<file path="src/rtl/stream_mux_nx1.sv">
// stream_mux_nx1: registered N-to-1 stream mux with valid/ready handshake,
// fixed-select or round-robin arbitration, and grant held until a packet's last beat.
module stream_mux_nx1 #(
    parameter int N_CH  = 4,
    parameter int WIDTH = 8,
    parameter int SEL_W = 2
) (
    input  logic                  clk,
    input  logic                  rst_n,
    input  logic                  mode,
    input  logic [SEL_W-1:0]      sel,
    input  logic [N_CH*WIDTH-1:0] in_data,
    input  logic [N_CH-1:0]       in_valid,
    input  logic [N_CH-1:0]       in_last,
    output logic [N_CH-1:0]       in_ready,
    output logic [WIDTH-1:0]      out_data,
    output logic                  out_valid,
    output logic                  out_last,
    output logic [SEL_W-1:0]      out_ch,
    input  logic                  out_ready
);
    typedef enum logic {IDLE, LOCK} state_t;
    state_t state, state_nxt;
    logic [SEL_W-1:0] lock_ch, rr_ptr, g;
    logic gv, can_load, acc;

    always_ff @(posedge clk or negedge rst_n) begin
        if (!rst_n) begin
            state   <= IDLE;
            lock_ch <= '0;
            rr_ptr  <= SEL_W'(N_CH - 1);
        end else begin
            state <= state_nxt;
            if (acc && state == IDLE) begin
                lock_ch <= g;
                if (mode) rr_ptr <= g;
            end
        end
    end

    always_comb state_nxt = acc ? (in_last[g] ? IDLE : LOCK) : state;

    // Loop runs from the lowest priority down so the nearest valid channel after rr_ptr wins.
    always_comb begin
        g  = '0;
        gv = 1'b0;
        if (state == LOCK) begin
            g  = lock_ch;
            gv = 1'b1;
        end else if (!mode) begin
            g  = sel;
            gv = (int'(sel) < N_CH) && in_valid[sel];
        end else begin
            for (int i = N_CH; i >= 1; i--)
                if (in_valid[(int'(rr_ptr) + i) % N_CH]) begin
                    g  = SEL_W'((int'(rr_ptr) + i) % N_CH);
                    gv = 1'b1;
                end
        end
        can_load = !out_valid || out_ready;
        acc      = rst_n && gv && can_load && in_valid[g];
        in_ready = '0;
        if (rst_n && gv) in_ready[g] = can_load;
    end

    always_ff @(posedge clk or negedge rst_n) begin
        if (!rst_n) begin
            out_valid <= 1'b0;
            out_data  <= '0;
            out_last  <= 1'b0;
            out_ch    <= '0;
        end else begin
            out_valid <= acc || (out_valid && !out_ready);
            if (acc) begin
                out_data <= in_data[int'(g)*WIDTH +: WIDTH];
                out_last <= in_last[g];
                out_ch   <= g;
            end
        end
    end
endmodule
</file>
<file path="config.mk">
export PLATFORM = sky130hd
export DESIGN_NAME = stream_mux_nx1
export DESIGN_NICKNAME = d
export VERILOG_FILES = /design/src/rtl/stream_mux_nx1.sv
export SDC_FILE = /design/constraint.sdc
export NUM_CORES = 1
export LEC_CHECK = 0
export ABC_AREA = 1
export CORE_ASPECT_RATIO = 1.4
export CORE_MARGIN = 2
export CORE_UTILIZATION = 45
export CTS_BUF_LIST = sky130_fd_sc_hd__clkbuf_4 sky130_fd_sc_hd__clkbuf_8 sky130_fd_sc_hd__clkbuf_16
export DETAILED_ROUTE_END_ITERATION = 16
export DONT_BUFFER_PORTS = 1
export GPL_ROUTABILITY_DRIVEN = 0
export PLACE_DENSITY = 0.7
export SLEW_MARGIN = 10
export SYNTH_ARGS = -nofsm -noshare
export SYNTH_HDL_FRONTEND = slang
export SYNTH_SLANG_ARGS = --single-unit
export TNS_END_PERCENT = 1
</file>
<file path="constraint.sdc">
create_clock -name clk -period 4.9 [get_ports clk]
set_input_delay 0.98 -clock clk [delete_from_list [all_inputs] [get_ports clk]]
set_output_delay 0.98 -clock clk [all_outputs]
set_load 0.02 [all_outputs]
</file>
==> impl_metrics.tcl, run 1 <==
set metrics [dict create \
    status "completed" \
    synthTopCellsByArea "dfrtp_1 (28%), nand2_1 (22%), o21ai_0 (9.1%)" \
    fillers 302 \
    syn_to_final_growth_pct 1.80 \
    final_common_cell "nand2_1" \
    rows 23 \
    cts-resized-gates 0 \
    cpMostUsedCell "nand2_1" \
    cts_root_buf "clkbuf_8" \
    numCtsBuffers 3 \
    cpMaxStageDelayCell "nor2_1" \
    cts_tree "done" \
    fp.dieH_um 68.2 \
    min_period_ns 3.59 \
    synth_area_leader_cell "dfrtp_1" \
    p_leak_nw 0.689 \
    grt_first_pass_wirelength_mm 5.15 \
    n_antenna_cell 0 \
    core_um2 2850 \
    ys_seq_area_share_pct 32.3 \
    path_buf_inv 2 \
    hpwl_mm 2.47 \
    start_util_pct 46.5 \
    slowest_delay_ns 0.32 \
    first_iter_violations 32 \
    critPathLaunchType "input port" \
    crit_path_end_kind "output port" \
    nNetsFinal 254 \
    layout_common_cells "nand2_1 (77), nor2_1 (26), o21ai_0 (24)" \
    die_area_um2 3400 \
    max_cap_violations 0 \
    clk_latency_ns 0.25 \
    first_pass_iters 4 \
    wire_per_inst_um 13.3 \
    grt_max_degree 25 \
    layout-drive-gt1-share_pct 10.6 \
    postSynthAreaPerCell_um2 6.24 \
    setup_tns_ns 0 \
    synth_fp_nets 258 \
    vias 1314 \
    io_buffers 0 \
    htreeDepth 1 \
    hold_class "input port to async pin" \
    setup-violations-final 0 \
    clockBufferDepth 2 \
    cts.sinks 17 \
    antenna_found_initial 0 \
    clkTransAtPathRegs_ns 0.07 \
    hold_viol 0 \
    cp_cell_sequence "inv_1, o21ai_1, nand2_1, nand2_1, nand2_1, nand3_1, nand3_2, nand2_2, nand2_4, inv_2, nand2_1, nor2_1" \
    cp_max_fo 24 \
    slew_headroom_pct 71.5 \
    irDropWorstVdd_v 0.000376 \
    vias_per_cell 5.39 \
    synth_top_area_share_pct 28.4 \
    ys_ff_latch 17 \
    ios 62 \
    synth_warnings 0 \
    grt_pass1_vias 1161 \
    worst_pin_slew_ns 0.427 \
    cts_hold_buffers 0 \
    fin_crit_sh_pct 73.2 \
    critPathKind "input port to output port" \
    crit_arrival_ns 2.61 \
    post_cts_buffers 0 \
    syn_area_um2 1320 \
    totalWireLength_mm 3.25 \
    gr-usage-all-layers_pct 19.7 \
    syn_inst 212 \
    crit_required_ns 3.92 \
    die_x_um 49.8 \
    skew_ns 0.00310 \
    power_density_nw_per_um2 728 \
    fin_worst_hold_slack_ns 0.415 \
    ant_nets 0 \
    slew_violations 0 \
    synth_cell_types 24 \
    max_freq_mhz 279 \
    rr_worst_depth 19 \
    drcViolationCount 0 \
    cp.depth 12 \
    grt_overflow 0 \
    cp_top_family "simple AND/OR/NAND/NOR gates" \
    rsz0062_at_grt "false" \
]
## cell type report
class                           instances  area, um^2  area share, %
Clock buffer                            3        41.3           3.06
Clock inverter                          1        5.00          0.371
Inverter                               20        77.6           5.76
Multi-Input combinational cell        166         749           55.6
Sequential cell                        17         428           31.8
Tap cell                               37        46.3           3.44
## final timing paths
path	startpoint	endpoint	slack (ns)
max reg2reg	rr_ptr[0]	out_ch[0]	2.07
max in group asynchronous	rst_n	rr_ptr[1]	4.31
min	rst_n	out_last	0.41
min reg2reg	rr_ptr[1]	rr_ptr[1]	0.49
min in group clk	rr_ptr[1]	rr_ptr[1]	0.49
max	in_valid[3]	in_ready[2]	1.31
## logic make-up (layout without fill, tap and decap cells)
logic type	Yosys count	after routing	share of synthesized area, %
AOI/OAI and AO/OA	45	45	18.1
DFF	17	17	32.3
buffers and inverters	29	24	11.1
and+or+nand+nor	121	121	38.5
## cell usage after synthesis
library cell	n
buf_6	4
clkbuf_1	3
nand2_1	77
o21ai_0	24
inv_2	4
buf_2	1
nor2_2	2
nand2_4	1
dfrtp_1	15
nand2_2	4
buf_4	1
nor2_1	26
nand4_1	2
o21ai_1	4
dfstp_2	2
o22ai_1	8
inv_4	1
o21ai_2	1
nand3_1	6
nand3_2	2
a31oi_1	1
nor2_4	1
inv_1	15
a21oi_1	7
## report_power, final
part | internal [mW] | switching (mW)
combinational | 0.172 | 0.381
clock | 0.0564 | 0.0482
sequential | 0.212 | 0.113
total | 0.440 | 0.542
## through the flow
| step | power (mW) | std cells | utilization (%) | setup slack [ns] | area [um^2] |
|---|---|---|---|---|---|
| after global placement | 0.875 | 240 | 45.7 | 1.38 | 1300 |
| after detailed placement | 0.880 | 240 | 45.7 | 1.33 | 1300 |
| after CTS | 0.987 | 244 | 47.3 | 1.32 | 1350 |
| final | 0.982 | 244 | 47.3 | 1.31 | 1350 |
| after floorplan | 0.816 | 212 | - | 1.55 | 1320 |
| after global routing | 1.08 | 244 | 47.3 | 1.11 | 1350 |
## flip-flops by register name, indices dropped and copies added (netlist names)
| signal | flops |
|---|---|
| out_data | 8 |
| out_ch | 2 |
| out_valid | 1 |
| state | 1 |
| rr_ptr | 2 |
| out_last | 1 |
| lock_ch | 2 |
## worst reg2reg max path, stage by stage (launching register included)
cell and delay [ns]:
dfstp_2 0.66, inv_2 0.11, nand2_1 0.09, nand2_2 0.07
nand2_1 0.09, nand2_1 0.06, nand2_1 0.06, nand2_1 0.04
nand2_1 0.05, nand2_1 0.04, nand2_1 0.05, nand2_1 0.04
nand2_1 0.33, inv_2 0.23, nand3_2 0.13, nand2_2 0.06
nor2_4 0.29, inv_4 0.15, nand2_1 0.09, o21ai_0 0.07
## metal layers
metal | up-vias | global-route usage (%) | wire length [um]
li1 | 667 | - | -
met1 | 594 | 22.5 | 1360
met2 | 49 | 36.8 | 1650
met3 | 4 | 4.15 | 209
met4 | 0 | 5.56 | 36
met5 | - | 0 | 0
Note: power is estimated with default switching activity, not from simulation.
==> inputs of run 2 (changes only) <==
Clock period 4.9 ns to 3.6 ns, I/O delays scaled along.
==> impl_metrics.tcl, run 2 (synthesis gave the netlist of run 1 again) <==
set metrics [dict create \
    status "completed" \
    use_met2_pct 37.2 \
    setup_tns_ns 0 \
    r2r-start "rr_ptr[0]" \
    min_period_ns 3.25 \
    grt_pass1_vias 1138 \
    antenna_found_initial 0 \
    nNetsFinal 255 \
    cp-startpoint "rr_ptr[0]" \
    gr-usage-all-layers_pct 20.0 \
    rsz0062_at_grt "false" \
    crit_path_end_kind "output port" \
    placed_cell_area_um2 1310 \
    layout-drive-gt1-share_pct 11.1 \
    start_util_pct 46.5 \
    hold_viol 0 \
    post_cts_buffers 0 \
    core_um2 2850 \
    cpMostUsedCell "nand2_1" \
    totalPowerFinal_mw 1.35 \
    io_buffers 0 \
    cts_root_buf "clkbuf_8" \
    setup-violations-final 0 \
    max_cap_violations 0 \
    hold_class "input port to async pin" \
    die_x_um 49.8 \
    syn_to_final_growth_pct 2.36 \
    switching_share_pct 54.8 \
    clockBufferDepth 2 \
    cp.depth 14 \
    cts-resized-gates 0 \
    placedCellCount 241 \
    first_pass_iters 4 \
    ant_nets 0 \
    slowest_delay_ns 0.66 \
    grt_overflow 0 \
    vias 1301 \
    rr_worst_depth 17 \
    skew_ns 0.00223 \
    clk_latency_ns 0.25 \
    largest_register_ffs 8 \
    cpMaxStageDelayCell "dfstp_2" \
    crit_arrival_ns 2.53 \
    p_leak_nw 0.694 \
    path_buf_inv 3 \
    clkTransAtPathRegs_ns 0.07 \
    irDropWorstVdd_v 0.000464 \
    critPathKind "flip-flop to output port" \
    worst_pin_slew_ns 0.376 \
    reg2reg_slack_ns 0.91 \
    first_iter_violations 34 \
    fp.dieH_um 68.2 \
    cp_max_fo 24 \
    numCtsBuffers 3 \
    final_common_cell "nand2_1" \
    n_antenna_cell 0 \
    p_clk_share_pct 10.5 \
    wire_per_inst_um 13.3 \
    fin_area_um2 1360 \
    slew_headroom_pct 74.8 \
    power_frac_comb_pct 56.6 \
    switchingPower_mw 0.738 \
    drcViolationCount 0 \
    ios 62 \
    die_area_um2 3400 \
    grt_max_degree 25 \
    rows 23 \
    cp_cell_sequence "inv_2, nand2_1, nand3_1, nand2_1, inv_1, nand2_1, nand2_1, nand2_1, nand3_2, nand2_2, nand2_4, inv_2, nand2_1, nor2_1" \
    power.share.sequential_pct 32.9 \
    top_usage_layer "met2" \
    cts.sinks 17 \
    max_freq_mhz 308 \
    cp_top_family "simple AND/OR/NAND/NOR gates" \
    cts_tree "done" \
    largest-register "out_data" \
    intPower_mw 0.609 \
    use_met3_pct 3.28 \
    vias_per_cell 5.31 \
    htreeDepth 1 \
    layout_common_cells "nand2_1 (77), nor2_1 (26), o21ai_0 (24)" \
    hpwl_mm 2.49 \
    cts_hold_buffers 0 \
    power_density_nw_per_um2 994 \
    final_cells 245 \
    critPathLaunchType "flip-flop" \
    grt_first_pass_wirelength_mm 5.07 \
    totalWireLength_mm 3.26 \
    crit_required_ns 2.88 \
    slew_violations 0 \
    reg2reg_to "lock_ch[0]" \
    grt_util_met1_pct 22.2 \
    fin_crit_sh_pct 90.3 \
]
==> run 2: changes by cell type in the layout (fill, tap and decap cells not counted), sizes merged <==
cell | previous run | this run
buf | 0 | 1
==> run 2: per-layer routing <==
metal / wire length, um / vias up
li1: - / 667
met1: 1270 / 584
met2: 1750 / 46
met3: 186 / 4
met4: 49 / 0
met5: 0 / -
==> run 2: worst max-delay path by stage <==
stage | to | slack, ns
2_1_floorplan | in_ready[1] | 0.77
3_3_place_gp | in_ready[0] | 0.60
3_5_place_dp | in_ready[2] | 0.56
4_1_cts | in_ready[2] | 0.33
5_1_grt | in_ready[2] | 0.1
6_report | in_ready[2] | 0.35
==> run 2: power groups by stage <==
stage,registers (mW),clock network (mW),logic (mW)
6_report,0.443,0.142,0.762
4_1_cts,0.445,0.144,0.766
5_1_grt,0.458,0.153,0.866
3_3_place_gp,0.449,0,0.753
2_1_floorplan,0.417,0,0.694
3_5_place_dp,0.446,0,0.765
==> run 2: area by class of cell <==
type                            count  area, um^2
Inverter                           20        77.6
Sequential cell                    17         428
Clock buffer                        3        41.3
Fill cell                         295        1490
Clock inverter                      1        5.00
Timing Repair Buffer                1        7.51
Multi-Input combinational cell    166         749
Tap cell                           37        46.3
==> run 2: metrics by stage <==
step | setup slack [ns] | util, % | hold slack (ns)
2_1_floorplan | 0.770 | - | 0.424
3_3_place_gp | 0.603 | 45.9 | 0.425
3_5_place_dp | 0.562 | 45.9 | 0.425
4_1_cts | 0.331 | 47.6 | 0.154
5_1_grt | 0.0973 | 47.6 | 0.140
6_report | 0.348 | 47.6 | 0.158
==> inputs of run 3 (changes only) <==
Settings changed: SLEW_MARGIN 10 to not set.
==> results of run 3 <==
Same layout as run 2: the final DEF is identical, and so are final timing and power.
